--- config.mk ---
export PLATFORM = sky130hd
export DESIGN_NAME = adc_sampler
export DESIGN_NICKNAME = d
export VERILOG_FILES = /design/src/rtl/adc_sampler_pkg.sv /design/src/rtl/adc_sampler_sample_timer.sv /design/src/rtl/adc_sampler.sv
export SDC_FILE = /design/constraint.sdc
export NUM_CORES = 1
export LEC_CHECK = 0
export ABC_AREA = 1
export CAP_MARGIN = 5
export CORE_MARGIN = 10
export CORE_UTILIZATION = 35
export CTS_CLUSTER_DIAMETER = 60
export CTS_CLUSTER_SIZE = 28
export DETAILED_ROUTE_END_ITERATION = 16
export GPL_ROUTABILITY_DRIVEN = 0
export GPL_TIMING_DRIVEN = 1
export SLEW_MARGIN = 10
export SYNTH_ARGS = -nofsm -noshare
export SYNTH_HDL_FRONTEND = slang
export SYNTH_HIERARCHICAL = 1
export SYNTH_SLANG_ARGS = --single-unit
--- constraint.sdc ---
create_clock -name clk_i -period 1.25 [get_ports clk_i]
set_input_delay 0.1875 -clock clk_i [delete_from_list [all_inputs] [get_ports clk_i]]
set_output_delay 0.1875 -clock clk_i [all_outputs]
set_load 0.02 [all_outputs]
--- src/rtl/adc_sampler_pkg.sv ---
// Shared constants and FSM encoding for the ADC sampler.
// The default timing constants are also used by the ControlPID integration bench.
package adc_sampler_pkg;

  localparam int ADC_WIDTH = 12;

  localparam int DEF_SAMPLE_PERIOD = 64;
  localparam int DEF_SCLK_HALF     = 1;
  localparam int DEF_LEAD_BITS     = 4;
  localparam int DEF_STROBE_CYCLES = 2;

  typedef enum logic [2:0] {
    ST_IDLE,
    ST_SETUP,
    ST_SHIFT,
    ST_HOLD,
    ST_STROBE
  } adc_state_e;

endpackage

--- src/rtl/adc_sampler_sample_timer.sv ---
// Sampling-period counter.
// Emits a registered one-cycle tick every SAMPLE_PERIOD enabled cycles.
module sample_timer
  import adc_sampler_pkg::*;
#(
  parameter int SAMPLE_PERIOD = DEF_SAMPLE_PERIOD
) (
  input  logic clk_i,
  input  logic reset,
  input  logic en_i,
  output logic tick_o
);

  localparam int CW = $clog2(SAMPLE_PERIOD);
  localparam logic [CW-1:0] LAST = CW'(SAMPLE_PERIOD - 1);

  logic [CW-1:0] count_q, count_d;
  logic          tick_q, tick_d;

  // Dropping en_i parks the counter at 0, so the first tick after
  // re-enabling is always a full period away.
  always_comb begin
    count_d = '0;
    if (en_i && (count_q != LAST)) begin
      count_d = count_q + CW'(1);
    end
    tick_d = en_i && (count_q == LAST);
  end

  always_ff @(posedge clk_i) begin
    if (reset) begin
      count_q <= '0;
      tick_q  <= 1'b0;
    end else begin
      count_q <= count_d;
      tick_q  <= tick_d;
    end
  end

  assign tick_o = tick_q;

endmodule

--- src/rtl/adc_sampler.sv ---
// Periodic serial ADC reader feeding ControlPID.
// Each tick runs one cs_n/sclk frame and strobes the 12-bit result on y_k_o/dataf_o.
module adc_sampler
  import adc_sampler_pkg::*;
#(
  parameter int SAMPLE_PERIOD = DEF_SAMPLE_PERIOD,
  parameter int SCLK_HALF     = DEF_SCLK_HALF,
  parameter int LEAD_BITS     = DEF_LEAD_BITS,
  parameter int STROBE_CYCLES = DEF_STROBE_CYCLES
) (
  input  logic                 clk_i,
  input  logic                 reset,
  input  logic                 en_i,
  input  logic                 adc_sdo_i,
  output logic                 adc_cs_n_o,
  output logic                 adc_sclk_o,
  output logic [ADC_WIDTH-1:0] y_k_o,
  output logic                 dataf_o,
  output logic                 overrun_o
);

  localparam int FRAME_BITS = LEAD_BITS + ADC_WIDTH;
  localparam int HW = $clog2(SCLK_HALF + 1);
  localparam int BW = $clog2(FRAME_BITS + 1);
  localparam int SW = $clog2(STROBE_CYCLES + 1);

  localparam logic [HW-1:0] HALF_LAST   = HW'(SCLK_HALF - 1);
  localparam logic [BW-1:0] BIT_DONE    = BW'(FRAME_BITS);
  localparam logic [SW-1:0] STROBE_LAST = SW'(STROBE_CYCLES - 1);

  logic tick;

  sample_timer #(
    .SAMPLE_PERIOD(SAMPLE_PERIOD)
  ) u_timer (
    .clk_i (clk_i),
    .reset (reset),
    .en_i  (en_i),
    .tick_o(tick)
  );

  adc_state_e           state_q, state_d;
  logic                 cs_n_q, cs_n_d;
  logic                 sclk_q, sclk_d;
  logic [HW-1:0]        half_q, half_d;
  logic [BW-1:0]        bit_q, bit_d;
  logic [ADC_WIDTH-1:0] shift_q, shift_d;
  logic [ADC_WIDTH-1:0] y_q, y_d;
  logic                 dataf_q, dataf_d;
  logic [SW-1:0]        strobe_q, strobe_d;
  logic                 overrun_q, overrun_d;

  always_comb begin
    state_d   = state_q;
    cs_n_d    = cs_n_q;
    sclk_d    = sclk_q;
    half_d    = half_q;
    bit_d     = bit_q;
    shift_d   = shift_q;
    y_d       = y_q;
    dataf_d   = dataf_q;
    strobe_d  = strobe_q;
    // A tick that finds a frame in flight is dropped, only flagged.
    overrun_d = overrun_q | (tick && (state_q != ST_IDLE));

    case (state_q)
      ST_IDLE: begin
        if (tick) begin
          state_d = ST_SETUP;
          cs_n_d  = 1'b0;
        end
      end
      ST_SETUP: begin
        state_d = ST_SHIFT;
        sclk_d  = 1'b1;
        half_d  = '0;
        bit_d   = '0;
        shift_d = '0;
      end
      ST_SHIFT: begin
        if (half_q == HALF_LAST) begin
          half_d = '0;
          if (sclk_q) begin
            // Falling sclk edge: ADC data is still stable, capture it.
            // Lead bits fall off the top of the 12-bit register.
            sclk_d  = 1'b0;
            shift_d = {shift_q[ADC_WIDTH-2:0], adc_sdo_i};
            bit_d   = bit_q + BW'(1);
          end else if (bit_q == BIT_DONE) begin
            state_d = ST_HOLD;
            cs_n_d  = 1'b1;
          end else begin
            sclk_d = 1'b1;
          end
        end else begin
          half_d = half_q + HW'(1);
        end
      end
      ST_HOLD: begin
        state_d  = ST_STROBE;
        y_d      = shift_q;
        dataf_d  = 1'b1;
        strobe_d = '0;
      end
      ST_STROBE: begin
        if (strobe_q == STROBE_LAST) begin
          state_d = ST_IDLE;
          dataf_d = 1'b0;
        end else begin
          strobe_d = strobe_q + SW'(1);
        end
      end
      default: begin
        state_d = ST_IDLE;
        cs_n_d  = 1'b1;
        sclk_d  = 1'b0;
        dataf_d = 1'b0;
      end
    endcase
  end

  always_ff @(posedge clk_i) begin
    if (reset) begin
      state_q   <= ST_IDLE;
      cs_n_q    <= 1'b1;
      sclk_q    <= 1'b0;
      half_q    <= '0;
      bit_q     <= '0;
      shift_q   <= '0;
      y_q       <= '0;
      dataf_q   <= 1'b0;
      strobe_q  <= '0;
      overrun_q <= 1'b0;
    end else begin
      state_q   <= state_d;
      cs_n_q    <= cs_n_d;
      sclk_q    <= sclk_d;
      half_q    <= half_d;
      bit_q     <= bit_d;
      shift_q   <= shift_d;
      y_q       <= y_d;
      dataf_q   <= dataf_d;
      strobe_q  <= strobe_d;
      overrun_q <= overrun_d;
    end
  end

  assign adc_cs_n_o = cs_n_q;
  assign adc_sclk_o = sclk_q;
  assign y_k_o      = y_q;
  assign dataf_o    = dataf_q;
  assign overrun_o  = overrun_q;

endmodule
## After elaboration in Yosys (flattened, before gate mapping)

Cells that the tools add are included.

| operators by class | value |
|---|---|
| add/subtract/negate cells | 4 |
| equal/unequal tests | 15 |
| multiplexer cells | 27 |
| bitwise logic cells | 5 |
| reduce and logical (&&, ||, !) cells | 17 |

Operator list:

| kind | count |
|---|---|
| 2-to-1 mux 12 bit | 2 |
| case mux 12 bit (2 select lines) | 1 |
| 2-to-1 mux 3 bit | 5 |
| case mux 3 bit (5 select lines) | 1 |
| != test 2 bit, second input constant | 6 |
| 2-to-1 mux 5 bit | 2 |
| case mux 5 bit (2 select lines) | 1 |
| AND reduction 5 bit | 2 |
| 2-to-1 mux 1 bit | 9 |
| case mux 1 bit (3 select lines) | 3 |
| OR reduction 3 bit | 3 |
| adder 6 x 1 -> 6 bit, second input constant | 1 |
| == test 3 x 2 -> 1 bit, second input constant | 2 |
| == test 6 bit, second input constant | 1 |
| != test 6 bit, second input constant | 1 |
| AND reduction 2 bit | 3 |
| adder 5 x 1 -> 5 bit, second input constant | 1 |
| == test 5 bit, second input constant | 1 |
| inverter 1 bit | 4 |
| case mux 2 bit (2 select lines) | 1 |
| nonzero test 2 bit | 2 |
| == test 3 x 1 -> 1 bit, second input constant | 1 |
| == test 3 bit, second input constant | 1 |
| logical AND 1 bit | 3 |
| 11 further kinds | 11 |

| word-level totals | value |
|---|---|
| register bits after elaboration | 46 |
| bits of input ports | 4 |
| output and inout bits | 16 |
| word-level logic and storage cells | 80 |

## Logic depth before layout (Yosys ltp)

| logic depth | value |
|---|---|
| word-level depth | 5 |
| depth in mapped cells | 9 |
| mapped depth without buffers | 9 |

## Cells and area by module

Netlist, hierarchy kept.

Modules (own cells, without submodules):

| module | times used | cells an instance | area an instance (sq um) | seq. area each (sq um) |
|---|---|---|---|---|
| adc_sampler | 1 | 199 | 1,544.0 | 760.7 |
| sample_timer | 1 | 36 | 286.5 | 140.1 |

## Worst setup path before layout

OpenSTA, ideal clock, no wires.

| timing path | value |
|---|---|
| path type | reg-to-reg |
| from | reg state_q[2] |
| to | reg shift_q[1] |
| library setup time | 0.132 ns |
| arrival | 1.046 ns |
| required time | 1.118 ns |
| setup slack | 0.072 ns |
| stages on the path, launching flop included | 7 |
| path buffers | 1 |
| clock period less this slack | 1.178 ns |
| cells stage by stage | dfxtp_1 nor2_2 nand2_1 clkinv_1 buf_4 nand3_1 a21oi_1 |

| on the way | value |
|---|---|
| longest elaborated chain between the ends | 3 |
| elaborated cells on any way between the ends | 7 |
| those cells by class | eq/ne (4); mux (1); reduce/logical (2) |

RTL lines:

| element | line | text |
|---|---|---|
| start, declared | adc_sampler.sv:42 | `adc_state_e state_q, state_d;` |
| start signal, assigned | adc_sampler.sv:135 | `state_q <= state_d;` |
| == test 3 x 2 -> 1 bit / == test 3 x 1 -> 1 bit (equally long branches) | adc_sampler.sv:66 | `case (state_q)` |
| != test 2 bit (no line) / nonzero test 2 bit (equally long branches) | - |  |
| AND reduction 3 bit (no line) | - |  |
| end signal, assigned | adc_sampler.sv:140 | `shift_q <= shift_d;` |
| end, declared | adc_sampler.sv:47 | `logic [ADC_WIDTH-1:0] shift_q, shift_d;` |

Several ways; a longest one is shown, not always the timed one.
A chain may end at the register's enable or synchronous reset.

## Worst setup path after layout

| timing path | value |
|---|---|
| from | reg strobe_q[0] |
| to | reg strobe_q[1] |

| on the way | value |
|---|---|
| longest elaborated chain between the ends | 3 |
| elaborated cells on any way between the ends | 6 |
| those cells by class | add/sub (1); eq/ne (2); mux (2); reduce/logical (1) |

RTL lines:

| element | line | text |
|---|---|---|
| start, declared | adc_sampler.sv:50 | `logic [SW-1:0] strobe_q, strobe_d;` |
| start signal, assigned | adc_sampler.sv:143 | `strobe_q <= strobe_d;` |
| adder 2 x 1 -> 2 bit / == test 2 x 1 -> 1 bit (equally long branches) | adc_sampler.sv:110, adc_sampler.sv:106 |  |
| 2-to-1 mux 2 bit / != test 2 bit (equally long branches) | - |  |
| case mux 2 bit (2 select lines) / AND reduction 2 bit (equally long branches) | - |  |

Several ways; a longest one is shown, not always the timed one. The select of a mux whose other input is x is not followed.

==> summary.md <==
| Metric | Value |
|---|---|
| Highest routed layer | `met4` |
| Clock root buffer master | `clkbuf_8` |
| Initial drt markers | `slightly below 80` |
| CTS max path bufs | `2` |
| Slowest CP cell | `dfxtp_1` |
| Worst hold path class | `reg -> reg` |
| VDD IR max | `approximately 0.00062 V` |
| RSZ-0062 raised after global routing | `yes` |
| IO Count | `20` |
| Startpoint Class | `register` |
| Initial Utilization | `0.361` |
| Slew headroom | `0.844` |
| Dominant synthesized flop cell | `dfxtp_1` |
| Syn Std Cell Area | `1830 um^2` |
| Critical path origin | `strobe_q[0]` |
| Register area share after synthesis | `0.492` |
| Sequential share of power | `0.555` |
| YS warnings | `6` |
| Fin nets | `276` |
| Global Route Usage Sum | `0.0939` |
| Minimum clock period | `approximately 1.2 ns` |
| Clk_lat worst skew | `just under 0.3 ns` |
| Die Y | `roughly 90 um` |
| Most instantiated cells after synthesis | `45 x dfxtp_1, 39 x nor2_1, 34 x nand2_1` |
| Vias in the first global route | `around 1500` |
| Drt wl/cell | `roughly 12 um` |
| Min setup slack post-route | `approximately 0.047 ns` |
| Grt ovf | `0` |
| Met2 WL | `around 1900 um` |
| Switch share | `0.256` |
| Post-Synthesis Cells | `between 200 and 250` |
| Max incr delay on CP | `0.35 ns` |
| Vias/cell | `roughly 4.7` |
| Antenna viol nets, final | `0` |
| CP Data Required Time | `1.46 ns` |
| DR WL met3 | `176 um` |
| Global-route wire length before repair | `6710 um` |
| Layout area overhead | `25.2%` |
| Period utilization | `0.963` |
| Finished Core Util | `0.452` |
| WHS Path Cells | `2` |
| Skew final | `roughly 0.010 ns` |
| Worst-margin pin slew | `0.234 ns` |
| CP Max Fanout | `4` |
| Number of synthesized flops with an enable pin | `0` |
| Detailed-routing wirelength on met1 | `between 1500 and 2000 um` |
| Initial antenna violation count | `0` |
| Reg2Reg Depth | `4` |
| Critical Path AT | `1.42 ns` |
| Std cell rows | `26` |
| Pins Over Slew Limit | `0` |
| Crit path buf inv count | `0` |
| Final instance area | `2290 um^2` |
| Area after DPL | `between 2000 and 2500 um^2` |
| Reg2reg end | `strobe_q[1]` |
| Count leader, synth | `dfxtp_1` |
| Worst path cell trace | `ha_4, nand3b_1, or2_4, a21oi_2` |
| FILL cells | `540` |
| FMAX | `around 830 MHz` |
| Clk slew on worst S/H paths | `approximately 0.08 ns` |
| Seq cells post-synth | `45` |
| Final Hold Vio Count | `0` |
| CTS H-tree depth | `2` |
| Synth top area share | `0.492` |
| CTS Buf Count | `5` |
| Placed Cells | `330` |
| Min Hold Slack | `0.467 ns` |
| Synthesized area per cell | `~7.8 um^2` |
| First-pass iteration count of the detailed router | `4` |
| Leak | `~0.9 nW` |
| Distinct cells, synth | `27` |
| R2R Path Start | `strobe_q[0]` |
| Total power | `approximately 2.7 mW` |
| Power Density | `1170 nW/um^2` |
| Routed wire length | `between 3000 and 4000 um` |
| Reg2Reg Setup Slack | `between 0.04 and 0.05 ns` |
| Sw Pwr | `~700 uW` |
| CTS tree | `built` |
| Fraction of registers with async set/reset | `0` |
| Core area | `just over 5000 um^2` |
| Comb pwr share | `0.122` |
| Layout cells sized above 1 | `0.167` |
| Die ar. | `between 8000 and 9000 um^2` |
| Syn Nets | `around 240` |
| Crit Path Category | `reg -> reg` |
| Via Count | `between 1500 and 2000` |
| Area leader, netlist | `dfxtp_1` |
| Largest net degree at the start of global routing | `22` |
| Internal power | `1.99 mW` |
| Clock power share | `0.323` |
| Die W | `approximately 92 um` |
| Clock sinks | `45` |
| Synth area leaders | `dfxtp_1 49%, nor2_1 8.0%, nand2_1 7.0%` |
| Crit end category | `register` |
| Setup violators final | `0` |
| Hold EP | `adc_cs_n_o` |
| Hold Path Origin | `adc_cs_n_o` |
| Ant. Diodes | `0` |
| Pre-CTS WS | `0.00764 ns` |
| Layout Cells excl Fill | `between 300 and 400` |
| MaxCap Viol Count | `0` |
| DRC viols | `0` |
| PortBufs | `19` |
| Crit path max-delay family | `simple AND/OR/NAND/NOR gates` |
| HPWL after DPL | `approximately 2700 um` |
| Status | `finished clean` |
| Setup_tns | `0 ns` |
power groups by stage:
stage | combinational (mW) | sequential (mW) | clock, mW
2_1_floorplan | 0.192 | 1.53 | 0
3_3_place_gp | 0.332 | 1.51 | 0
3_5_place_dp | 0.332 | 1.51 | 0
4_1_cts | 0.321 | 1.48 | 0.897
5_1_grt | 0.364 | 1.49 | 0.959
6_report | 0.327 | 1.48 | 0.862
layout make-up:
cell class,instances,area [um^2],area share
clock buffer,7,76.3,0.0333
clock inverter,1,7.51,0.00328
sequential,45,908,0.396
multi-input combinational,159,807,0.352
timing repair buffer,35,320,0.140
inverter,22,85.1,0.0371
tap,70,87.6,0.0382
repair_timing:
action	CTS	global route
resized for setup	17	22
endpoints found under the setup margin	17	34
hold endpoints to repair	0	0
setup buffers	1	0
hold buffers	0	0
gates cloned	0	0
pin swaps	0	3
worst reg2reg max path, delay by kind of cell, from the launching register on:
family | cells | cell delay [ns]
simple gates | 2 | 0.51
flops | 1 | 0.35
fa+ha+maj | 1 | 0.16
compound gates | 1 | 0.11
how the worst max path moves through the flow:
stage / slack, ns / cells after the start / end
final: 0.05 / 4 / strobe_q[1]
after global routing: -0.11 / 6 / shift_q[1]
after CTS: 0.004 / 6 / y_k_o[2]
after detailed placement: 0.008 / 5 / strobe_q[1]
after global placement: -0.006 / 5 / strobe_q[1]
after floorplan: 0.07 / 6 / shift_q[1]
cells by family (layout without fill, tap and decap cells):
family	count (synthesis)	after routing	synth area share
compound gates	41	41	0.114
xor+xnor	2	2	0.00957
fa+ha+maj	4	4	0.0273
buf+inv	31	65	0.0813
flops	45	45	0.492
simple gates	112	112	0.275
per-layer routing:
metal / up-vias / global-route usage
li1: 830 / -
met1: 730 / 0.110
met2: 17 / 0.153
met3: 4 / 0.0395
met4: 0 / 0.0270
met5: - / 0
sequential cells by signal, indices dropped and copies added, names as in the netlist:
name,count
bit_q,5
adc_cs_n_o,1
u_timer/count_q,6
dataf_o,1
strobe_q,2
u_timer/tick_o,1
adc_sclk_o,1
y_k_o,12
overrun_o,1
state_q,3
shift_q,12
cell usage in the layout (no fill, tap or decap), drive strengths merged:
cell type / count
dlygate4sd2: 15
a31oi: 1
o21bai: 1
clkinv: 1
a21oi: 24
clkdlybuf4s50: 3
nand3b: 3
buf: 16
inv: 21
dfxtp: 45
nor2: 41
o21ai: 15
clkinvlp: 1
nand3: 25
clkbuf: 7
or2: 1
nand2: 37
clkdlybuf4s15: 1
xor2: 2
nor3: 1
nand4: 4
ha: 4
No activity file was read; power rests on OpenSTA's default activity.
